### src/rtl/fetch_unit.sv
// -----------------------------------------------------------------------------
// fetch_unit
//
// Instruction fetch sequencer. It issues one word fetch at a time to
// instruction memory, latches the returned word into the instruction register,
// and waits for unit_control to retire that instruction before it advances the
// PC and fetches again. A fetched halt word (bits [31:24] == HALT_WORD) stops
// fetching until reset.
//
// state | meaning
// ------+--------------------------------------------------------------------
// IDLE  | held in reset; leaves on the first clock edge after release
// REQ   | im_req high, im_addr = pc, waiting for im_ack
// HOLD  | instr valid, waiting for the w_pc retire pulse
// HALT  | halt word fetched; fetching stopped until reset
//
// Ports
//   clk          in   1   system clock, rising-edge active
//   rst_n        in   1   asynchronous active-low reset
//   w_pc         in   1   retire pulse for the current instruction
//   s_mxpc       in   1   next-PC select with w_pc: 0 = pc+1, 1 = pc_tgt
//   pc_tgt       in   32  branch/jump target
//   im_addr      out  32  instruction memory word address (same as pc)
//   im_req       out  1   fetch request
//   im_ack       in   1   memory acknowledge, im_data valid this cycle
//   im_data      in   32  instruction word from memory
//   instr        out  32  instruction register
//   instr_type   out  3   instr[31:29]
//   op           out  5   instr[28:24]
//   instr_valid  out  1   instr holds a fetched, not-yet-retired instruction
//   pc           out  32  address of instr / word being fetched
//   fetch_cnt    out  16  number of accepted fetches (wraps)
//   halted       out  1   halt word fetched
//   err          out  1   sticky protocol error (w_pc outside HOLD/HALT)
// -----------------------------------------------------------------------------
module fetch_unit #(
    parameter logic [31:0] PC_RESET  = 32'h0000_0000,
    parameter logic [7:0]  HALT_WORD = 8'hFF
) (
    input  logic        clk,
    input  logic        rst_n,
    input  logic        w_pc,
    input  logic        s_mxpc,
    input  logic [31:0] pc_tgt,
    output logic [31:0] im_addr,
    output logic        im_req,
    input  logic        im_ack,
    input  logic [31:0] im_data,
    output logic [31:0] instr,
    output logic [2:0]  instr_type,
    output logic [4:0]  op,
    output logic        instr_valid,
    output logic [31:0] pc,
    output logic [15:0] fetch_cnt,
    output logic        halted,
    output logic        err
);

    typedef enum logic [1:0] {
        S_IDLE = 2'd0,
        S_REQ  = 2'd1,
        S_HOLD = 2'd2,
        S_HALT = 2'd3
    } state_t;

    state_t      state;
    state_t      state_nxt;

    logic        accept;
    logic        retire;
    logic        proto_err;
    logic        is_halt;

    logic [31:0] pc_q;
    logic [31:0] instr_q;
    logic        valid_q;
    logic [15:0] cnt_q;
    logic        halted_q;
    logic        err_q;

    assign is_halt = (im_data[31:24] == HALT_WORD);

    // -------------------------------------------------------------------------
    // State register
    // -------------------------------------------------------------------------
    always_ff @(posedge clk or negedge rst_n) begin
        if (!rst_n) begin
            state <= S_IDLE;
        end else begin
            state <= state_nxt;
        end
    end

    // -------------------------------------------------------------------------
    // Next state and datapath strobes
    // -------------------------------------------------------------------------
    always_comb begin
        state_nxt = state;
        accept    = 1'b0;
        retire    = 1'b0;
        proto_err = 1'b0;
        im_req    = 1'b0;

        case (state)
            S_IDLE: begin
                // IDLE only lasts the first cycle after reset release, so a
                // stray w_pc here is flagged but never blocks the move to REQ.
                state_nxt = S_REQ;
                proto_err = w_pc;
            end

            S_REQ: begin
                im_req = 1'b1;
                if (w_pc) begin
                    // Nothing is outstanding to retire. The cycle is treated as
                    // a no-op (state and pc frozen) and the request stays up, so
                    // a concurrent acknowledge is not taken.
                    proto_err = 1'b1;
                end else if (im_ack) begin
                    accept    = 1'b1;
                    state_nxt = is_halt ? S_HALT : S_HOLD;
                end
            end

            S_HOLD: begin
                if (w_pc) begin
                    retire    = 1'b1;
                    state_nxt = S_REQ;
                end
            end

            S_HALT: begin
                state_nxt = S_HALT;
            end

            default: begin
                state_nxt = S_IDLE;
            end
        endcase
    end

    // -------------------------------------------------------------------------
    // Datapath registers
    // -------------------------------------------------------------------------
    always_ff @(posedge clk or negedge rst_n) begin
        if (!rst_n) begin
            pc_q     <= PC_RESET;
            instr_q  <= 32'h0000_0000;
            valid_q  <= 1'b0;
            cnt_q    <= 16'h0000;
            halted_q <= 1'b0;
            err_q    <= 1'b0;
        end else begin
            if (accept) begin
                instr_q  <= im_data;
                valid_q  <= 1'b1;
                cnt_q    <= cnt_q + 16'd1;
                halted_q <= is_halt;
            end

            if (retire) begin
                pc_q    <= s_mxpc ? pc_tgt : (pc_q + 32'd1);
                valid_q <= 1'b0;
            end

            if (proto_err) begin
                err_q <= 1'b1;
            end
        end
    end

    assign pc          = pc_q;
    assign im_addr     = pc_q;
    assign instr       = instr_q;
    assign instr_type  = instr_q[31:29];
    assign op          = instr_q[28:24];
    assign instr_valid = valid_q;
    assign fetch_cnt   = cnt_q;
    assign halted      = halted_q;
    assign err         = err_q;

endmodule

### config.mk
export PLATFORM = sky130hd
export DESIGN_NAME = fetch_unit
export DESIGN_NICKNAME = d
export VERILOG_FILES = /design/src/rtl/fetch_unit.sv
export SDC_FILE = /design/constraint.sdc
export NUM_CORES = 1
export LEC_CHECK = 0
export BUFFER_PORTS_ARGS = -buffer_cell sky130_fd_sc_hd__buf_2
export CAP_MARGIN = 15
export CORE_MARGIN = 8
export CORE_UTILIZATION = 53
export CTS_CLUSTER_DIAMETER = 120
export DETAILED_ROUTE_END_ITERATION = 12
export GPL_TIMING_DRIVEN = 0
export PLACE_DENSITY = 0.92
export SLEW_MARGIN = 20
export SYNTH_ARGS = -nofsm -noshare
export SYNTH_HDL_FRONTEND = slang
export SYNTH_SLANG_ARGS = --single-unit
### constraint.sdc
create_clock -name clk -period 3.22 [get_ports clk]
set_clock_uncertainty 0.1 [all_clocks]
set_input_delay 0.322 -clock clk [delete_from_list [all_inputs] [get_ports clk]]
set_output_delay 0.322 -clock clk [all_outputs]
set_load 0.02 [all_outputs]
==> qor.csv <==
stage,metric,value,unit
placed_design,hpwl,11770,um
yosys,synth_area,4766,um^2
pwr,power_report.internal_total,0.001915,W
clocking,clkSlewWorstSetupHoldPaths,90,ps
pwr,combPwrFrac,0.286,
timing,rsz0062_at_grt,no,
setup_path,critPathMaxFanout,8,
placed_design,dpl-instance-area,5887,um^2
detailed_routing,wirelength,15650,um
pwr,p_sw_frac,0.3547,
timing,hold_viol,0,
timing,maxSlewHeadroom,0.5515,
placed_design,place.gp.congestion,0.9621,
detailed_routing,wl_per_cell,19.81,um
worst_hold_path,hold_path.class,primary input to flip-flop,
cells_and_area,fin_area,6092,um^2
setup_path,rr_startpoint,im_addr[0]$_DFFE_PN0P_,
pwr,ir_worst_vdd,0.4071,mV
setup_path,cp.required,3370,ps
worst_hold_path,hold_start,im_data[16],
timing,hold_slack,93.37,ps
cells_and_area,fin_util,0.6986,
setup_path,worst_setup_path_end_kind,flip-flop,
yosys,ys_ff_latch,85,
pwr,clockPowerShare,0.261,
setup_path,rr_endpoint,im_addr[20]$_DFFE_PN0P_,
placed_design,place_inst,774,
global_routing,grt-ovfl-total,0,
setup_path,r2r_cells,5,
global_routing,grt_usage,0.2470,
clocking,clock_latency,360,ps
die,fp.dieH,110.8,um
global_routing,grt_max_degree,57,
die,coreArea,8721,um^2
cells_and_area,num-fill-cells,659,
worst_hold_path,hold_depth,2,
die,io_pins,193,
setup_path,cp_data_arrival_time,2510,ps
yosys,synthFlopType,dfrtp_1,
cells_and_area,final_nets,749,
worst_hold_path,holdPathEnd,instr[16]$_DFFE_PN0P_,
run_status,status,finished clean,
timing,setup-tns-final,0,ps
global_routing,first_global_vias,4893,
die,die_w,110.8,um
cells_and_area,drive_gt1_frac,0.4487,
clocking,tritoncts,built,
setup_path,reg2reg_slack,860,ps
clocking,clock-root-buffer,clkbuf_8,
detailed_routing,firstDrtPassIters,5,
die,start_util,0.5465,
timing,min_period,2363,ps
pwr,sequentialPowerShare,0.453,
clocking,cts.sinks,85,
timing,setup_viol,0,
detailed_routing,drc,0,
timing,worst_slew_pin_slew,672.8,ps
yosys,synth_edf_count,0,
yosys,yosysSeqAreaShare,0.4463,
yosys,syn_area_per_cell,10.05,um^2
pwr,p_leak,3.029,nW
timing,fmax,423.2,MHz
pwr,cellPowerDensity,487.1,nW/um^2
yosys,syn_inst,474,
die,dieArea,12280,um^2
clocking,hold_buffers,1,
clocking,cts_buffers,9,
timing,drv_slew,0,
yosys,async_reset_ff_frac,1.000,
timing,post-route-period-util,0.7338,
setup_path,crit_path_start_kind,flip-flop,
yosys,synthesis.nets,545,
cells_and_area,final_common_cell,buf_2,
detailed_routing,drt_iter0_drc,296,
global_routing,grt_pass1_wl,25190,um
clocking,cts_resized,0,
clocking,cts_buffer_depth,2,
yosys,ys_types,64,
detailed_routing,ant_nets,0,
cells_and_area,final_cell_mix,"buf_2 (200), dfrtp_1 (85), buf_4 (43)",
cells_and_area,syn_to_final_growth,27.83,%
pwr,power.switching,0.001053,W
yosys,synth_warnings,0,
cells_and_area,antenna_cells,0,
detailed_routing,routed_via_density,5.875,
global_routing,grt_antenna_before_repair,0,
die,num_rows,34,
clocking,post_cts_buffers,0,
clocking,h-tree-depth,3,
flow_run,cap_violations,0,
cells_and_area,stdcell_count,790,
placed_design,io_buffer_count,191,
detailed_routing,vias,4641,
setup_path,worstSetupPathType,flip-flop to flip-flop,
==> layer usage <==
| layer | global-route usage | wire length (um) | part of all wire |
|---|---|---|---|
| met1 | 0.2782 | 5918 | 0.38 |
| met2 | 0.4026 | 7417 | 0.47 |
| met3 | 0.09470 | 1849 | 0.12 |
| met4 | 0.1171 | 463 | 0.030 |
| met5 | 0 | 0 | 0 |
==> state kept, by name (all words and copies together) (netlist names) <==
name,flops
im_addr,32
instr,32
fetch_cnt,16
state,2
err,1
halted,1
instr_valid,1
==> cells by family after synthesis <==
kind of cell               after synthesis  synth area share
xor gates and xnor gates                15           0.02757
buffers and inverters                   78           0.09871
muxes                                   38           0.08848
DFF                                     85            0.4463
AOI/OAI and AO/OA                       83            0.1160
adders and majority gates                2          0.005250
and+or+nand+nor                        173            0.2176
==> worst max path at each step <==
stage / start / to / cells after the start
2_1_floorplan: im_addr[0]$_DFFE_PN0P_ / im_addr[18]$_DFFE_PN0P_ / 6
6_report: im_addr[0]$_DFFE_PN0P_ / im_addr[20]$_DFFE_PN0P_ / 5
3_5_place_dp: im_addr[0]$_DFFE_PN0P_ / im_addr[20]$_DFFE_PN0P_ / 5
3_3_place_gp: im_addr[0]$_DFFE_PN0P_ / im_addr[20]$_DFFE_PN0P_ / 5
4_1_cts: im_addr[0]$_DFFE_PN0P_ / im_addr[20]$_DFFE_PN0P_ / 5
5_1_grt: im_addr[0]$_DFFE_PN0P_ / im_addr[20]$_DFFE_PN0P_ / 5
==> power groups by stage <==
stage / registers [W] / clock network [W] / logic [W]
6_report: 0.00134 / 0.000774 / 0.000850
5_1_grt: 0.00136 / 0.000826 / 0.000912
4_1_cts: 0.00134 / 0.000786 / 0.000859
3_5_place_dp: 0.00136 / 0 / 0.000856
3_3_place_gp: 0.00135 / 0 / 0.000828
2_1_floorplan: 0.00150 / 0 / 0.000354
==> synth_stat cells (all sizes together) (4+ instances only) <==
master,n,area [um^2]
dfrtp,85,2127
buf,55,384.1
mux2,33,371.6
nand2,30,112.6
nand4,26,190.2
nand3,24,132.6
a21oi,20,100.1
o21ai,20,100.1
nor2,18,67.56
clkbuf,14,52.55
nor4,13,102.6
xnor2,13,113.9
and3,12,76.33
nor3,12,60.06
and4,11,100.1
inv,9,33.78
o311ai,6,52.55
a31oi,5,31.28
and2,5,31.28
mux2i,5,50.05
nand3b,5,37.54
or3,5,31.28
o2bb2ai,4,35.03
==> area by class of cell <==
class                   instances  area, um^2  area share
clock inverters                 6       71.32     0.01171
inverters                       9       33.78    0.005545
repair buffers                193       996.0      0.1635
flip-flops and latches         85        2127      0.3491
multi-input cells             311        2168      0.3559
clock buffers                   9       123.9     0.02033
plain buffers                  69       436.7     0.07168
well taps                     108       135.1     0.02218
==> critical path, cell delays in order, from the launching register on <==
cell	delay, ps
dfrtp_1	480
ha_1	280
nand4_2	250
nor4_2	660
a311oi_1	210
nor3_1	270
==> stage by stage <==
| stage | setup WS, ps | power (W) |
|---|---|---|
| global route | 798.1 | 0.003101 |
| global placement | 1031 | 0.002175 |
| floorplan | 1284 | 0.001856 |
| CTS | 899.9 | 0.002986 |
| finish | 857.1 | 0.002968 |
| detailed placement | 994.6 | 0.002214 |
Note: power is estimated with default switching activity, not from simulation.
